===== src/rtl/piso_serializer.sv =====
// Parallel-in/serial-out stage feeding the serial sequence detector.
// A one-word holding register lets back-to-back words stream with no idle gap.
module piso_serializer #(
    parameter int unsigned WIDTH     = 8,
    parameter bit          MSB_FIRST = 1'b1,
    parameter bit          IDLE_BIT  = 1'b0
) (
    input  logic             clk,
    input  logic             rst,
    input  logic [WIDTH-1:0] din,
    input  logic             din_valid,
    output logic             din_ready,
    output logic             x,
    output logic             x_valid,
    output logic             frame_start,
    output logic             frame_end,
    output logic             busy
);

    localparam int unsigned     CntW    = (WIDTH > 1) ? $clog2(WIDTH) : 1;
    localparam logic [CntW-1:0] LastCnt = CntW'(WIDTH - 1);

    typedef enum logic [0:0] {
        StIdle,
        StShift
    } state_e;

    state_e          state_q, state_d;
    logic [WIDTH-1:0] hold_q, hold_d;
    logic [WIDTH-1:0] shreg_q, shreg_d;
    logic            hold_full_q, hold_full_d;
    logic [CntW-1:0] bit_cnt_q, bit_cnt_d;
    logic            x_q, x_d;
    logic            x_valid_q, x_valid_d;
    logic            frame_start_q, frame_start_d;
    logic            frame_end_q, frame_end_d;

    logic            accept;
    logic            last_bit;
    logic            transfer;
    logic [CntW-1:0] next_cnt;

    // Bit presented next on x for a given word image.
    function automatic logic head_bit(input logic [WIDTH-1:0] w);
        return MSB_FIRST ? w[WIDTH-1] : w[0];
    endfunction

    // Word image after the head bit has been consumed; vacated bits fill with 0.
    function automatic logic [WIDTH-1:0] advance(input logic [WIDTH-1:0] w);
        return MSB_FIRST ? (w << 1) : (w >> 1);
    endfunction

    assign accept   = din_valid && !hold_full_q;
    assign last_bit = (state_q == StShift) && (bit_cnt_q == LastCnt);
    assign transfer = hold_full_q && ((state_q == StIdle) || last_bit);
    assign next_cnt = bit_cnt_q + 1'b1;

    always_comb begin
        state_d       = state_q;
        hold_d        = hold_q;
        shreg_d       = shreg_q;
        hold_full_d   = hold_full_q;
        bit_cnt_d     = bit_cnt_q;
        x_d           = x_q;
        x_valid_d     = x_valid_q;
        frame_start_d = frame_start_q;
        frame_end_d   = frame_end_q;

        // accept and transfer are mutually exclusive: accept needs hold empty.
        if (accept) begin
            hold_d      = din;
            hold_full_d = 1'b1;
        end

        if (transfer) begin
            shreg_d       = advance(hold_q);
            hold_full_d   = 1'b0;
            state_d       = StShift;
            bit_cnt_d     = '0;
            x_d           = head_bit(hold_q);
            x_valid_d     = 1'b1;
            frame_start_d = 1'b1;
            frame_end_d   = 1'b0;
        end else if (state_q == StShift) begin
            if (!last_bit) begin
                bit_cnt_d     = next_cnt;
                x_d           = head_bit(shreg_q);
                shreg_d       = advance(shreg_q);
                frame_start_d = 1'b0;
                frame_end_d   = (next_cnt == LastCnt);
            end else begin
                state_d       = StIdle;
                x_d           = IDLE_BIT;
                x_valid_d     = 1'b0;
                frame_start_d = 1'b0;
                frame_end_d   = 1'b0;
            end
        end
    end

    always_ff @(posedge clk or posedge rst) begin
        if (rst) begin
            state_q       <= StIdle;
            hold_q        <= '0;
            shreg_q       <= '0;
            hold_full_q   <= 1'b0;
            bit_cnt_q     <= '0;
            x_q           <= IDLE_BIT;
            x_valid_q     <= 1'b0;
            frame_start_q <= 1'b0;
            frame_end_q   <= 1'b0;
        end else begin
            state_q       <= state_d;
            hold_q        <= hold_d;
            shreg_q       <= shreg_d;
            hold_full_q   <= hold_full_d;
            bit_cnt_q     <= bit_cnt_d;
            x_q           <= x_d;
            x_valid_q     <= x_valid_d;
            frame_start_q <= frame_start_d;
            frame_end_q   <= frame_end_d;
        end
    end

    assign din_ready   = !hold_full_q;
    assign busy        = (state_q == StShift) || hold_full_q;
    assign x           = x_q;
    assign x_valid     = x_valid_q;
    assign frame_start = frame_start_q;
    assign frame_end   = frame_end_q;

endmodule


===== config.mk =====
export PLATFORM = sky130hd
export DESIGN_NAME = piso_serializer
export DESIGN_NICKNAME = d
export VERILOG_FILES = /design/src/rtl/piso_serializer.sv
export SDC_FILE = /design/constraint.sdc
export NUM_CORES = 1
export LEC_CHECK = 0
export CORE_MARGIN = 2
export CORE_UTILIZATION = 49
export CTS_BUF_LIST = sky130_fd_sc_hd__clkbuf_8 sky130_fd_sc_hd__clkbuf_16
export DETAILED_ROUTE_END_ITERATION = 8
export PLACE_DENSITY_LB_ADDON = 0.25
export RECOVER_POWER = 50
export SLEW_MARGIN = 30
export SYNTH_ARGS = -nofsm -noshare
export SYNTH_HDL_FRONTEND = slang
export SYNTH_SLANG_ARGS = --single-unit

===== constraint.sdc =====
create_clock -name clk -period 2.7 [get_ports clk]
set_input_delay 0.54 -clock clk [delete_from_list [all_inputs] [get_ports clk]]
set_output_delay 0.54 -clock clk [all_outputs]
set_load 0.02 [all_outputs]

=== After elaboration in Yosys (flattened, before gate mapping) ===
Cells that the tools add are included.

* Register bits: 25
* Logic and storage cells: 47
* Input bits: 11
* Output and inout bits: 6

* Reduce and logical (&&, ||, !) cells: 11
* Muxes and demuxes: 22
* Bitwise logic cells: 1
* Equality and inequality tests: 3
* $add $sub $neg: 1

{| class="wikitable"
|+ Operators with widths
! operator !! count
|-
| 8-bit 2-to-1 mux || 3
|-
| 1-bit 2-to-1 mux || 16
|-
| 3-bit 2-to-1 mux || 3
|-
| 3-bit equality test, second input constant || 2
|-
| 2-bit nonzero test || 3
|-
| 2-bit AND reduction || 2
|-
| 3-bit by 1-bit adder with 3-bit output, second input constant || 1
|-
| 1-bit logical AND || 3
|-
| 1-bit logical OR || 2
|-
| 2-bit by 1-bit != test with 1-bit output, second input constant || 1
|-
| 1-bit logical NOT || 1
|-
| 1-bit NOT || 1
|}

=== Depth between registers and ports, before layout ===
* Word-level depth: 6
* Gate-level depth with buffers: 5
* Mapped depth without buffers: 4

=== Least setup slack after synthesis ===
OpenSTA, ideal clock, no wires.

* Path type: register to register
* From: register bit_cnt_q[0]
* To: register bit_cnt_q[2]
* Setup time: 125 ps
* Path slack: 1189 ps
* Period minus slack after synthesis: 1511 ps
* Required time: 2575 ps
* Stages on the path, launching flop included: 6
* Path buffers: 1
* Arrival time: 1386 ps
* Path through: dfrtp_1 > ha_1 > ha_1 > nand2b_4 > buf_6 > mux2_4

* Word-level cells in the longest chain between the ends: 6
* Elaborated cells between the ends (all ways): 11
* Those cells by class: add/sub: 1; eq/ne: 2; mux: 3; reduce/logical: 5

{| class="wikitable"
|+ Ends and longest elaborated chain
! element !! RTL line !! text
|-
| start, declared || 32 || <nowiki>logic [CntW-1:0] bit_cnt_q, bit_cnt_d;</nowiki>
|-
| start signal, assigned || 117 || <nowiki>bit_cnt_q <= bit_cnt_d;</nowiki>
|-
| branches (longest 6 deep; another with 3-bit by 1-bit adder with 3-bit output) || -- ||
|}

Parallel ways; which one is timed is not known. The select of a mux whose other input is x is not followed.
A chain may end at the register's enable or synchronous reset.

=== Worst setup path in the final report ===
* From: register state_q
* To: output port busy

* Word-level cells in the longest chain between the ends: 1

{| class="wikitable"
|+ Ends and longest elaborated chain
! element !! RTL line !! text
|-
| start, declared || 28 || <nowiki>state_e state_q, state_d;</nowiki>
|-
| start signal, assigned || 103 || <nowiki>state_q <= StIdle;</nowiki>
|-
| start signal, assigned || 113 || <nowiki>state_q <= state_d;</nowiki>
|-
| 1-bit logical OR || 126 || <nowiki>assign busy = (state_q == StShift) || hold_full_q;</nowiki>
|-
| end, declared || 17 || <nowiki>output logic busy</nowiki>
|}

Every way passes these cells.

==> qor.yml <==
outcome: "finished clean"
yosys_warnings: 0
h-tree-depth: 1
hold_buffers: 0
crit_type: "flop to output pin"
cp-start-kind: "flop"
drive_gt1_frac: 0.2828
core_area_um2: 2212
period_needed_ns: 2.095
post-route-period-util: 0.7761
cp_max_fo: 6
grt_pass1_wl_um: 3077
areaGrowthSynthToFinish_pct: 18.07
io_pins: 17
grt_pass1_vias: 704
fill_cells: 192
maxCapViolations: 0
initial_core_util: 0.5226
switching_share: 0.3077
routed_wl_um: 1706
syn-num-nets: 95
postSynthAreaPerCell_um2: 14.27
cts_tree: "built"
port_buffers: 16
p_switching_uw: 484.4
ys_seq_elements: 24
postCtsSetupBuffers: 0
dp_hpwl_um: 1161
clkPwrFrac: 0.152
total_power_mw: 1.574
slew_headroom: 0.1662
setup_viol: 0
dp.cells: 123
p_int_mw: 1.090
drtIter0Drc: 5
cts_num_sinks: 24
ant_nets: 0
rsz0062_at_grt: "false"
grt_max_degree: 25
worst_pin_slew_ns: 1.251
grt_overflow_total: 0
nets: 114
synth_cell_types: 20
syn_inst: 81
num_vias: 631
path_clk_slew_ns: 0.08
via_per_inst: 4.969
cts_buffers: 3
finalHoldViolations: 0
die-area_um2: 2764
cts-root-buf: "clkbuf_8"
crit_required_ns: 2.16
fin_cells: 127
num_antenna_cells: 0
clk_latency_ns: 0.26
leakage_nw: 0.6352
die_x_um: 52.58
power_density_nw_per_um2: 1153
fmax_mhz: 477.2
fin_setup_tns_ns: 0
worstSetupEndpointType: "output pin"
post_cts_resized: 0
wl_per_cell_um: 13.43
final_cell_mix: "dfrtp_1 (24), mux2_4 (15), clkdlybuf4s50_1 (15), mux2_2 (6), inv_1 (5)"
drcViolationCount: 0
combPwrFrac: 0.455
die_height_um: 52.58
rows: 17
gp_routability_congestion: 0.6544
critPathArrivalTime_ns: 1.56
syn_area_um2: 1156
grt_usage: 0.1566
seqPwrFrac: 0.393
holdCritPathClass: "flop to flop"
dr.pass1.iters: 2
mostFrequentLayoutCell: "dfrtp_1"
vdd_ir_drop_max_v: 0.0006707
synth_seq_area_share: 0.5195
finalClockSkew_ns: 0.001321
slew_violations: 0
antenna_found_initial: 0
clk_path_buf_depth: 2
## cells in the mapped netlist
cell	number	area [µm²]
dfrtp_1	24	600.6
mux2_4	15	225.2
mux2_2	6	67.56
inv_1	5	18.77
buf_6	4	45.04
mux2i_1	4	40.04
ha_1	3	37.54
nand2_1	3	11.26
nand2b_1	3	18.77
nor2_1	3	11.26
nor2b_1	2	12.51
a21o_1	1	7.510
a31oi_1	1	6.260
nand2b_4	1	13.76
nand3_1	1	5.000
nor2b_2	1	8.760
o21ai_0	1	5.000
o221ai_1	1	8.760
o22ai_1	1	6.260
or2_2	1	6.260
## final timing paths
| check | startpoint | end | slack (ns) | cells after the start |
|---|---|---|---|---|
| setup / recovery | state_q | busy | 0.60 | 2 |
| hold / removal | hold_q[2] | hold_q[2] | 0.51 | 1 |
| setup reg to reg | bit_cnt_q[0] | bit_cnt_q[2] | 0.81 | 4 |
| hold reg to reg | hold_q[2] | hold_q[2] | 0.51 | 1 |
| max in group asynchronous | rst | hold_q[1] | 0.84 | 3 |
| min in group asynchronous | rst | x | 1.12 | 3 |
## through the flow
step                hold WS [ns]    util  cell area (µm²)  worst slack (ns)
finish                    0.5094  0.6171             1365            0.6046
floorplan                 0.4743       -             1156             1.189
detailed placement        0.4967  0.5973             1321            0.7382
global route              0.5322  0.6171             1365            0.5249
CTS                       0.5158  0.6222             1376            0.5589
global placement          0.4917  0.5973             1321            0.7674
## cell families after synthesis
family | count (synthesis) | share of synthesized area
AO/OA/AOI/OAI | 5 | 0.02923
adder cells (fa/ha/maj) | 3 | 0.03247
buffers and inverters | 9 | 0.05519
flip-flops | 24 | 0.5195
multiplexers | 25 | 0.2879
AND/OR/NAND/NOR | 15 | 0.07575
## metal layers
layer	GRT usage	wire length (µm)
met1	0.2052	799
met2	0.2417	827
met3	0.03714	64
met4	0.07692	14
met5	0	0
## critical path, stage by stage (launching register included)
cell	delay [ns]
dfrtp_1	0.44
or2_2	0.32
clkdlybuf4s50_1	0.54
## power groups by stage
stage	Clock, mW	Combinational, mW	Sequential [mW]
6_report	0.239	0.717	0.619
5_1_grt	0.262	0.787	0.641
4_1_cts	0.247	0.734	0.624
3_5_place_dp	0	0.728	0.630
3_3_place_gp	0	0.705	0.626
2_1_floorplan	0	0.601	0.627
## registers in the layout, summed over array words and instances, names as in the netlist
signal	flops
hold_q	8
shreg_q	7
bit_cnt_q	3
frame_end	1
frame_start	1
hold_full_q	1
state_q	1
x	1
x_valid	1
## layout make-up
cell class | count | area (µm²) | area share
clock buffer | 4 | 55.05 | 0.04033
inverter | 5 | 18.77 | 0.01375
multi-input combinational | 48 | 484.2 | 0.3547
sequential | 24 | 600.6 | 0.4400
tap | 28 | 35.03 | 0.02566
timing repair buffer | 18 | 171.4 | 0.1256
No activity file was read; power rests on OpenSTA's default activity.
